<file path="config.mk">
export PLATFORM = sky130hd
export DESIGN_NAME = tft_bus_arbiter
export DESIGN_NICKNAME = d
export VERILOG_FILES = /design/src/rtl/tft_bus_arbiter.sv
export SDC_FILE = /design/constraint.sdc
export NUM_CORES = 1
export LEC_CHECK = 0
export CORE_ASPECT_RATIO = 0.5
export CORE_MARGIN = 5
export CORE_UTILIZATION = 50
export CTS_CLUSTER_SIZE = 30
export DETAILED_ROUTE_END_ITERATION = 12
export GPL_TIMING_DRIVEN = 1
export PLACE_DENSITY = 0.88
export REMOVE_ABC_BUFFERS = 1
export SLEW_MARGIN = 15
export SYNTH_ARGS = -nofsm -noshare
export SYNTH_HDL_FRONTEND = slang
export SYNTH_SLANG_ARGS = --single-unit
</file>
<file path="constraint.sdc">
create_clock -name clk -period 5.9 [get_ports clk]
set_input_delay 0.59 -clock clk [delete_from_list [all_inputs] [get_ports clk]]
set_output_delay 0.59 -clock clk [all_outputs]
set_load 0.03 [all_outputs]
</file>
<file path="src/rtl/tft_bus_arbiter.sv">
// tft_bus_arbiter
// Shares one tft_spi byte transmitter between NUM_REQ drawing engines.
// Each engine requests the bus, receives a one-hot registered grant, and
// streams bytes through the arbiter. The owner is chosen by fixed priority
// (index 0 highest) or by round-robin. A released bus is drained (waits for
// spi_busy low) before handover. An owner that stays idle for TIMEOUT
// cycles is revoked.
//
// Ports:
//   clk, rst          clock, synchronous active-high reset
//   req               per-requester bus request, held for the whole tenure
//   req_data          per-requester byte, requester i on [8i+7:8i]
//   req_dc            per-requester data/command flag
//   req_transmit      per-requester one-cycle send strobe
//   grant             one-hot grant (registered)
//   req_busy          spi_busy for the owner, 1 for everyone else
//   spi_data/dc/transmit  forwarded owner signals to the transmitter
//   spi_busy          transmitter busy
//   owner             index of the current or last owner
//   bus_idle          high while the arbiter is in IDLE
//   byte_count        strobes forwarded this tenure, saturating
//   timeout_err       one-cycle pulse on forced revoke
module tft_bus_arbiter #(
  parameter int NUM_REQ = 4,
  parameter int RR_MODE = 0,
  parameter int TIMEOUT = 1000000
) (
  input  logic                       clk,
  input  logic                       rst,
  input  logic [NUM_REQ-1:0]         req,
  input  logic [8*NUM_REQ-1:0]       req_data,
  input  logic [NUM_REQ-1:0]         req_dc,
  input  logic [NUM_REQ-1:0]         req_transmit,
  output logic [NUM_REQ-1:0]         grant,
  output logic [NUM_REQ-1:0]         req_busy,
  output logic [7:0]                 spi_data,
  output logic                       spi_dc,
  output logic                       spi_transmit,
  input  logic                       spi_busy,
  output logic [$clog2(NUM_REQ)-1:0] owner,
  output logic                       bus_idle,
  output logic [15:0]                byte_count,
  output logic                       timeout_err
);

  localparam int OW = $clog2(NUM_REQ);
  localparam int SW = OW + 1;
  localparam int CW = $clog2(TIMEOUT);
  localparam logic [NUM_REQ-1:0] GRANT_LSB = NUM_REQ'(1);

  typedef enum logic [1:0] {
    ST_IDLE  = 2'd0,
    ST_OWNED = 2'd1,
    ST_DRAIN = 2'd2
  } state_e;

  state_e              state_q, state_d;
  logic [NUM_REQ-1:0]  grant_q, grant_d;
  logic [OW-1:0]       owner_q, owner_d;
  logic [OW-1:0]       rr_ptr_q, rr_ptr_d;
  logic [15:0]         byte_count_q, byte_count_d;
  logic [CW-1:0]       idle_cnt_q, idle_cnt_d;
  logic                timeout_err_q, timeout_err_d;

  logic [OW-1:0]       win_s;
  logic                win_vld_s;
  logic [SW-1:0]       scan_sum_s;
  logic [OW-1:0]       scan_idx_s;

  // Winner search: scan NUM_REQ slots starting at 0 (fixed) or at the
  // round-robin pointer, wrapping modulo NUM_REQ; first set request wins.
  always_comb begin
    win_s      = '0;
    win_vld_s  = 1'b0;
    scan_sum_s = '0;
    scan_idx_s = '0;
    for (int k = 0; k < NUM_REQ; k++) begin
      scan_sum_s = (RR_MODE != 0) ? ({1'b0, rr_ptr_q} + SW'(k)) : SW'(k);
      if (scan_sum_s >= SW'(NUM_REQ)) begin
        scan_sum_s = scan_sum_s - SW'(NUM_REQ);
      end else begin
        scan_sum_s = scan_sum_s;
      end
      scan_idx_s = scan_sum_s[OW-1:0];
      if (!win_vld_s && req[scan_idx_s]) begin
        win_vld_s = 1'b1;
        win_s     = scan_idx_s;
      end else begin
        win_vld_s = win_vld_s;
      end
    end
  end

  // Zero-latency forwarding of the owner's byte/strobe and busy fan-out.
  always_comb begin
    spi_data     = 8'h00;
    spi_dc       = 1'b0;
    spi_transmit = 1'b0;
    req_busy     = '1;
    if (state_q == ST_OWNED) begin
      spi_data          = 8'(req_data >> {owner_q, 3'b000});
      spi_dc            = req_dc[owner_q];
      spi_transmit      = req_transmit[owner_q];
      req_busy[owner_q] = spi_busy;
    end else begin
      req_busy = '1;
    end
  end

  // Next-state logic for the arbitration FSM and its counters.
  always_comb begin
    state_d       = state_q;
    grant_d       = grant_q;
    owner_d       = owner_q;
    rr_ptr_d      = rr_ptr_q;
    byte_count_d  = byte_count_q;
    idle_cnt_d    = '0;
    timeout_err_d = 1'b0;
    case (state_q)
      ST_IDLE: begin
        if (win_vld_s) begin
          state_d      = ST_OWNED;
          grant_d      = GRANT_LSB << win_s;
          owner_d      = win_s;
          rr_ptr_d     = (win_s == OW'(NUM_REQ - 1)) ? '0 : (win_s + OW'(1));
          byte_count_d = 16'h0000;
        end else begin
          state_d = ST_IDLE;
        end
      end
      ST_OWNED: begin
        if (spi_transmit && (byte_count_q != 16'hFFFF)) begin
          byte_count_d = byte_count_q + 16'd1;
        end else begin
          byte_count_d = byte_count_q;
        end
        // A release wins over a simultaneous timeout: no revoke is reported.
        if (!req[owner_q]) begin
          state_d = ST_DRAIN;
          grant_d = '0;
        end else if (spi_transmit || spi_busy) begin
          idle_cnt_d = '0;
        end else if (idle_cnt_q == CW'(TIMEOUT - 1)) begin
          state_d       = ST_DRAIN;
          grant_d       = '0;
          timeout_err_d = 1'b1;
        end else begin
          idle_cnt_d = idle_cnt_q + CW'(1);
        end
      end
      ST_DRAIN: begin
        if (!spi_busy) begin
          state_d = ST_IDLE;
        end else begin
          state_d = ST_DRAIN;
        end
      end
      default: begin
        state_d = ST_IDLE;
        grant_d = '0;
      end
    endcase
  end

  // State and output registers with synchronous reset.
  always_ff @(posedge clk) begin
    if (rst) begin
      state_q       <= ST_IDLE;
      grant_q       <= '0;
      owner_q       <= '0;
      rr_ptr_q      <= '0;
      byte_count_q  <= 16'h0000;
      idle_cnt_q    <= '0;
      timeout_err_q <= 1'b0;
    end else begin
      state_q       <= state_d;
      grant_q       <= grant_d;
      owner_q       <= owner_d;
      rr_ptr_q      <= rr_ptr_d;
      byte_count_q  <= byte_count_d;
      idle_cnt_q    <= idle_cnt_d;
      timeout_err_q <= timeout_err_d;
    end
  end

  assign grant       = grant_q;
  assign owner       = owner_q;
  assign byte_count  = byte_count_q;
  assign timeout_err = timeout_err_q;
  assign bus_idle    = (state_q == ST_IDLE);

endmodule

</file>
==> flow_metrics.py, run 1 <==
metrics = {
    "clocking": {
        "path_clk_slew_ns": 0.09,
        "cts_buffer_depth": 2,
        "cts_root_buffer": "clkbuf_8",
        "cts_made_buffers": 5,
        "clk_latency_ns": 0.31,
        "cts_setup_buffers": 0,
        "cts_hold_buf": 0,
        "clock_sinks": 45,
        "htreeDepth": 2,
        "cts_tree": "done",
        "cts-resized-gates": 0,
    },
    "drt": {
        "route.vias.total": 2596,
        "drc": 0,
        "wl_per_cell_um": 15.4,
        "drtPass1Iterations": 5,
        "drtIter0Drc": 183,
        "drt-total-wl_um": 7060,
        "ant_nets": 0,
        "vias_per_cell": 5.67,
    },
    "critical_path": {
        "regToRegStartpoint": "owner[0]",
        "worstReg2RegEnd": "byte_count[6]",
        "crit_path_max_fanout": 20,
        "ff2ff_path_depth": 5,
        "start_kind": "register",
        "worst-setup-path-type": "reg2out",
        "critPathRequiredTime_ns": 5.31,
        "rrSetupSlack_ns": 3.44,
        "worst_ep_arrival_time_ns": 2.64,
        "endpoint_kind": "output pin",
    },
    "sta": {
        "period_share_pct": 54.8,
        "hold_viol_final": 0,
        "rsz0062_at_grt": "no",
        "drv_slew": 0,
        "setup_viol": 0,
        "relSlewSlack_pct": 43.7,
        "max_freq_mhz": 309,
        "layout_setup_ws_ns": 2.67,
        "skew_ns": 0.0103,
        "tns_ns": 0,
        "period_needed_ns": 3.23,
        "worst_slew_pin_slew_ns": 0.844,
        "hold_ws_ns": 0.452,
    },
    "power": {
        "p_leak_nw": 1.11,
        "ir_drop_uv": 164,
        "p_per_area_nw_per_um2": 217,
    },
    "final_layout": {
        "final_area_sq_um": 3600,
        "fin_nets": 436,
        "multiInputGateArea_sq_um": 1620,
        "mostFrequentLayoutCell": "clkdlybuf4s50_1",
        "antenna_cells": 0,
        "fillers": 395,
        "area.sequential_sq_um": 901,
        "final_cell_mix": "clkdlybuf4s50_1, nor2_1, dfxtp_1",
        "syn2layout_area_growth_pct": 36.6,
        "drive_gt1_share_pct": 8.25,
    },
    "global_routing": {
        "grt_first_pass_wirelength_um": 11300,
        "gr-usage-all-layers_pct": 20.3,
        "grt_antenna_before_repair": 0,
        "grt_max_degree": 32,
        "grt_pass1_vias": 2401,
        "grt-ovfl-total": 0,
    },
    "logic_synthesis": {
        "synthArstFlopShare_pct": 0,
        "synth_seq_area_share_pct": 34.2,
        "yosysUniqueCellTypes": 59,
        "ys.flop_type": "dfxtp_1",
        "synth-seq-cells": 45,
        "syn_area_per_cell_sq_um": 8.47,
        "syn_inst": 311,
        "yosysWarnings": 0,
        "synth_edf_count": 0,
        "syn_area_sq_um": 2640,
    },
    "die": {
        "fp.dieW_um": 113,
        "ioPinCount": 85,
        "dieArea_sq_um": 6910,
        "start_util_pct": 52.5,
        "core_sq_um": 5020,
        "rows": 18,
        "fp.dieH_um": 61.3,
    },
    "worst_hold_path": {
        "hold_class": "reg2reg",
        "min-delay-start": "idle_cnt_q[0]",
        "hold_path_depth": 1,
        "hold_path_end": "idle_cnt_q[0]",
    },
    "place": {
        "gp_congestion": 0.845,
        "port_buffers": 84,
        "placed_cell_area_sq_um": 3480,
        "place_ws_ns": 2.96,
        "hpwl_um": 5390,
    },
    "outcome": {
        "status": "complete, no violations",
    },
    "flow_run": {
        "maxCapViolations": 0,
    },
}
[routing by layer]
metal	share of wire (%)	track usage (%)	vias up
met4	1.4	5.65	0
met2	52	39.1	87
li1	-	-	1274
met5	0	0	-
met3	6.1	4.02	10
met1	40	23.8	1225
[synth_stat cells, drive strengths merged (8+ instances only)]
library cell | number | area share [%]
a21oi | 18 | 3.6
and2 | 11 | 2.7
clkbuf | 8 | 1.3
dfxtp | 45 | 34
mux4 | 10 | 8.5
nand2 | 21 | 3.3
nand2b | 12 | 2.9
nand3 | 16 | 3.0
nor2 | 47 | 6.7
nor3 | 10 | 2.3
o21ai | 13 | 2.9
xnor2 | 16 | 5.3
[metrics by stage]
step,power [mW],instances,util [%]
floorplan,0.452,295,-
global placement,0.536,450,69.3
detailed placement,0.543,450,69.3
CTS,0.783,458,71.6
global route,0.812,458,71.6
finish,0.780,458,71.6
[state kept, by name (all words and copies together), names as in the netlist]
signal	cells
byte_count	16
grant	4
idle_cnt_q	20
owner	2
state_q	2
timeout_err	1
[cell families after synthesis]
kind of cell / Yosys count / synth area share, %
AO/OA/AOI/OAI: 53 / 13.2
buffers and inverters: 23 / 4.37
adder cells (fa/ha/maj): 2 / 0.950
XOR/XNOR: 18 / 5.98
multiplexers: 11 / 8.93
flip-flops: 45 / 34.2
AND/OR/NAND/NOR: 159 / 32.3
[critical path, cell delays in order (launching register included)]
cell and delay [ns]:
dfxtp_1 0.88, mux4_2 0.64, and2_4 0.22, clkdlybuf4s50_1 0.60
[layout make-up]
type	count	share of cell area [%]
clock buffer	5	1.91
clock inverter	3	1.32
inverter	7	0.730
multi-input combinational	243	45.0
sequential	45	25.0
tap	70	2.43
timing repair buffer	85	23.6
[power breakdown]
group	leakage [nW]	switching (mW)	internal (mW)
Clock	0.0591	0.114	0.129
Combinational	0.688	0.111	0.101
Sequential	0.363	0.0145	0.310
[worst max-delay path by stage]
stage | start | endpoint | slack, ns | cells past startpoint
detailed placement | owner[0] | spi_transmit | 2.96 | 3
floorplan | owner[0] | byte_count[11] | 3.46 | 5
global placement | req_transmit[3] | spi_transmit | 2.99 | 4
global route | owner[0] | spi_transmit | 2.50 | 3
finish | owner[0] | spi_transmit | 2.67 | 3
CTS | owner[0] | spi_transmit | 2.63 | 3
No activity file was read; power rests on OpenSTA's default activity.
==> inputs of run 2 (changes only) <==
- CORE_UTILIZATION: 50 -> 46
- PLACE_DENSITY: 0.88 -> 0.82
- clock period: 5.9 -> 3.2 ns (I/O delays scaled with it)
==> run 2 against run 1 <==
Count of clock-buffer cells in the layout rose by 1. Sequential cell count did not move. Sequential share of layout area fell by 0.40 points. Non-clock buffer count up 2. Critical path depth is 1 higher. Combinational power is 92% higher. Final area grew 1.6%. Critical endpoint is now spi_data[5].
==> flow_metrics.py, run 2 (synthesis results as in run 1) <==
metrics = {
    "critical_path": {
        "worst-setup-path-type": "reg2out",
        "critPathRequiredTime_ns": 2.88,
        "crit_path_max_fanout": 12,
        "endpoint_kind": "output pin",
        "cp_top_family": "buffers and inverters",
        "cp.depth": 4,
        "path_cells": "buf_4, mux4_2, and2_1, clkdlybuf4s50_1",
        "start_kind": "register",
        "worst_ep_arrival_time_ns": 2.40,
        "ff2ff_path_depth": 5,
        "timing.critical_path.buf_inv": 2,
        "slowest_stage": "clkdlybuf4s50_1",
        "cp_slowest_stage_delay_ns": 0.59,
    },
    "clocking": {
        "htreeDepth": 2,
        "cts_tree": "done",
        "cts_hold_buf": 0,
        "cts_made_buffers": 5,
        "cts-resized-gates": 0,
        "cts_setup_buffers": 0,
        "cts_root_buffer": "clkbuf_16",
        "clock_sinks": 45,
        "cts_buffer_depth": 2,
        "clk_latency_ns": 0.29,
        "path_clk_slew_ns": 0.06,
    },
    "global_routing": {
        "grt_pass1_vias": 2547,
        "grt_first_pass_wirelength_um": 11900,
        "gr-usage-all-layers_pct": 19.7,
        "grt-ovfl-total": 0,
        "grt_antenna_before_repair": 0,
        "grt_max_degree": 31,
    },
    "sta": {
        "skew_ns": 0.00435,
        "relSlewSlack_pct": 50.3,
        "tns_ns": 0,
        "worst_slew_pin_slew_ns": 0.745,
        "period_needed_ns": 2.72,
        "max_freq_mhz": 368,
        "rsz0062_at_grt": "no",
        "hold_viol_final": 0,
        "period_share_pct": 85.0,
        "drv_slew": 0,
        "setup_viol": 0,
    },
    "final_layout": {
        "final_cell_mix": "clkdlybuf4s50_1, nor2_1, dfxtp_1",
        "fillers": 431,
        "syn2layout_area_growth_pct": 38.8,
        "regMostFlops": "idle_cnt_q",
        "final_cells": 463,
        "mostFrequentLayoutCell": "clkdlybuf4s50_1",
        "largest_reg_flops": 20,
        "fin_nets": 438,
        "multiInputGateArea_sq_um": 1620,
        "final_util_pct": 66.3,
        "drive_gt1_share_pct": 8.72,
        "area.sequential_sq_um": 901,
        "antenna_cells": 0,
    },
    "die": {
        "core_sq_um": 5520,
        "ioPinCount": 85,
        "fp.dieW_um": 117,
        "dieArea_sq_um": 7430,
        "rows": 19,
        "fp.dieH_um": 63.5,
        "start_util_pct": 47.8,
    },
    "place": {
        "port_buffers": 84,
        "gp_congestion": 0.827,
        "dp.cells": 455,
        "hpwl_um": 5570,
    },
    "worst_hold_path": {
        "hold_class": "reg2reg",
        "hold_path_depth": 1,
    },
    "drt": {
        "wl_per_cell_um": 15.6,
        "vias_per_cell": 5.67,
        "drtPass1Iterations": 4,
        "ant_nets": 0,
        "route.vias.total": 2625,
        "drc": 0,
        "drtIter0Drc": 187,
        "drt-total-wl_um": 7210,
    },
    "power": {
        "p_per_area_nw_per_um2": 420,
        "internal_power_mw": 1.08,
        "p_sw_mw": 0.459,
        "p_clk_share_pct": 35.0,
        "p_leak_nw": 1.14,
        "switching_share_pct": 29.9,
        "ir_drop_uv": 239,
        "p_comb_share_pct": 26.6,
        "p_seq_share_pct": 38.3,
    },
    "outcome": {
        "status": "complete, no violations",
    },
    "flow_run": {
        "maxCapViolations": 0,
    },
}
==> run 2: changes by cell type in the layout (fill, tap and decap cells not counted) <==
cell       delta
buf_4         +2
bufinv_16     -1
clkbuf_16     +5
clkbuf_8      -4
clkinv_4      +1
inv_6         -1
==> run 2: routing by layer <==
| metal | global-route usage [%] | routed length (um) |
|---|---|---|
| met3 | 3.82 | 405 |
| met1 | 24.0 | 2860 |
| met5 | 0 | 0 |
| met4 | 5.58 | 106 |
| met2 | 35.1 | 3830 |
==> run 2: metrics by stage <==
| step | hold slack [ns] | worst slack [ns] | power (mW) | cell area [sq um] |
|---|---|---|---|---|
| floorplan | 0.389 | 0.756 | 0.833 | 2550 |
| global placement | 0.427 | 0.810 | 0.997 | 3500 |
| detailed placement | 0.466 | 0.770 | 1.01 | 3500 |
| CTS | 0.475 | 0.459 | 1.54 | 3660 |
| global route | 0.503 | 0.335 | 1.59 | 3660 |
| finish | 0.462 | 0.480 | 1.54 | 3660 |
==> run 2: worst paths after layout <==
kind	from	to	slack [ns]
hold reg to reg	idle_cnt_q[0]	idle_cnt_q[0]	0.46
hold / removal	idle_cnt_q[0]	idle_cnt_q[0]	0.46
setup reg to reg	state_q[0]	byte_count[11]	0.93
setup / recovery	owner[0]	spi_data[5]	0.48
==> run 2: area by class of cell <==
type / count / area share [%]
Clock inverter: 2 / 0.479
Tap cell: 73 / 2.50
Clock buffer: 6 / 3.80
Sequential cell: 45 / 24.6
Timing Repair Buffer: 87 / 23.6
Inverter: 7 / 0.718
Multi-Input combinational cell: 243 / 44.3
==> run 2: power groups by stage <==
stage	sequential [mW]	clock, mW	combinational (mW)
global placement	0.599	0	0.397
global route	0.591	0.565	0.438
finish	0.589	0.538	0.409
floorplan	0.619	0	0.214
detailed placement	0.601	0	0.407
CTS	0.588	0.543	0.408
==> inputs of run 3 (changes only) <==
- ABC_CLOCK_PERIOD_IN_PS: default -> 3200
==> results of run 3 <==
No change in the layout: final DEF, timing and power equal those of run 2.
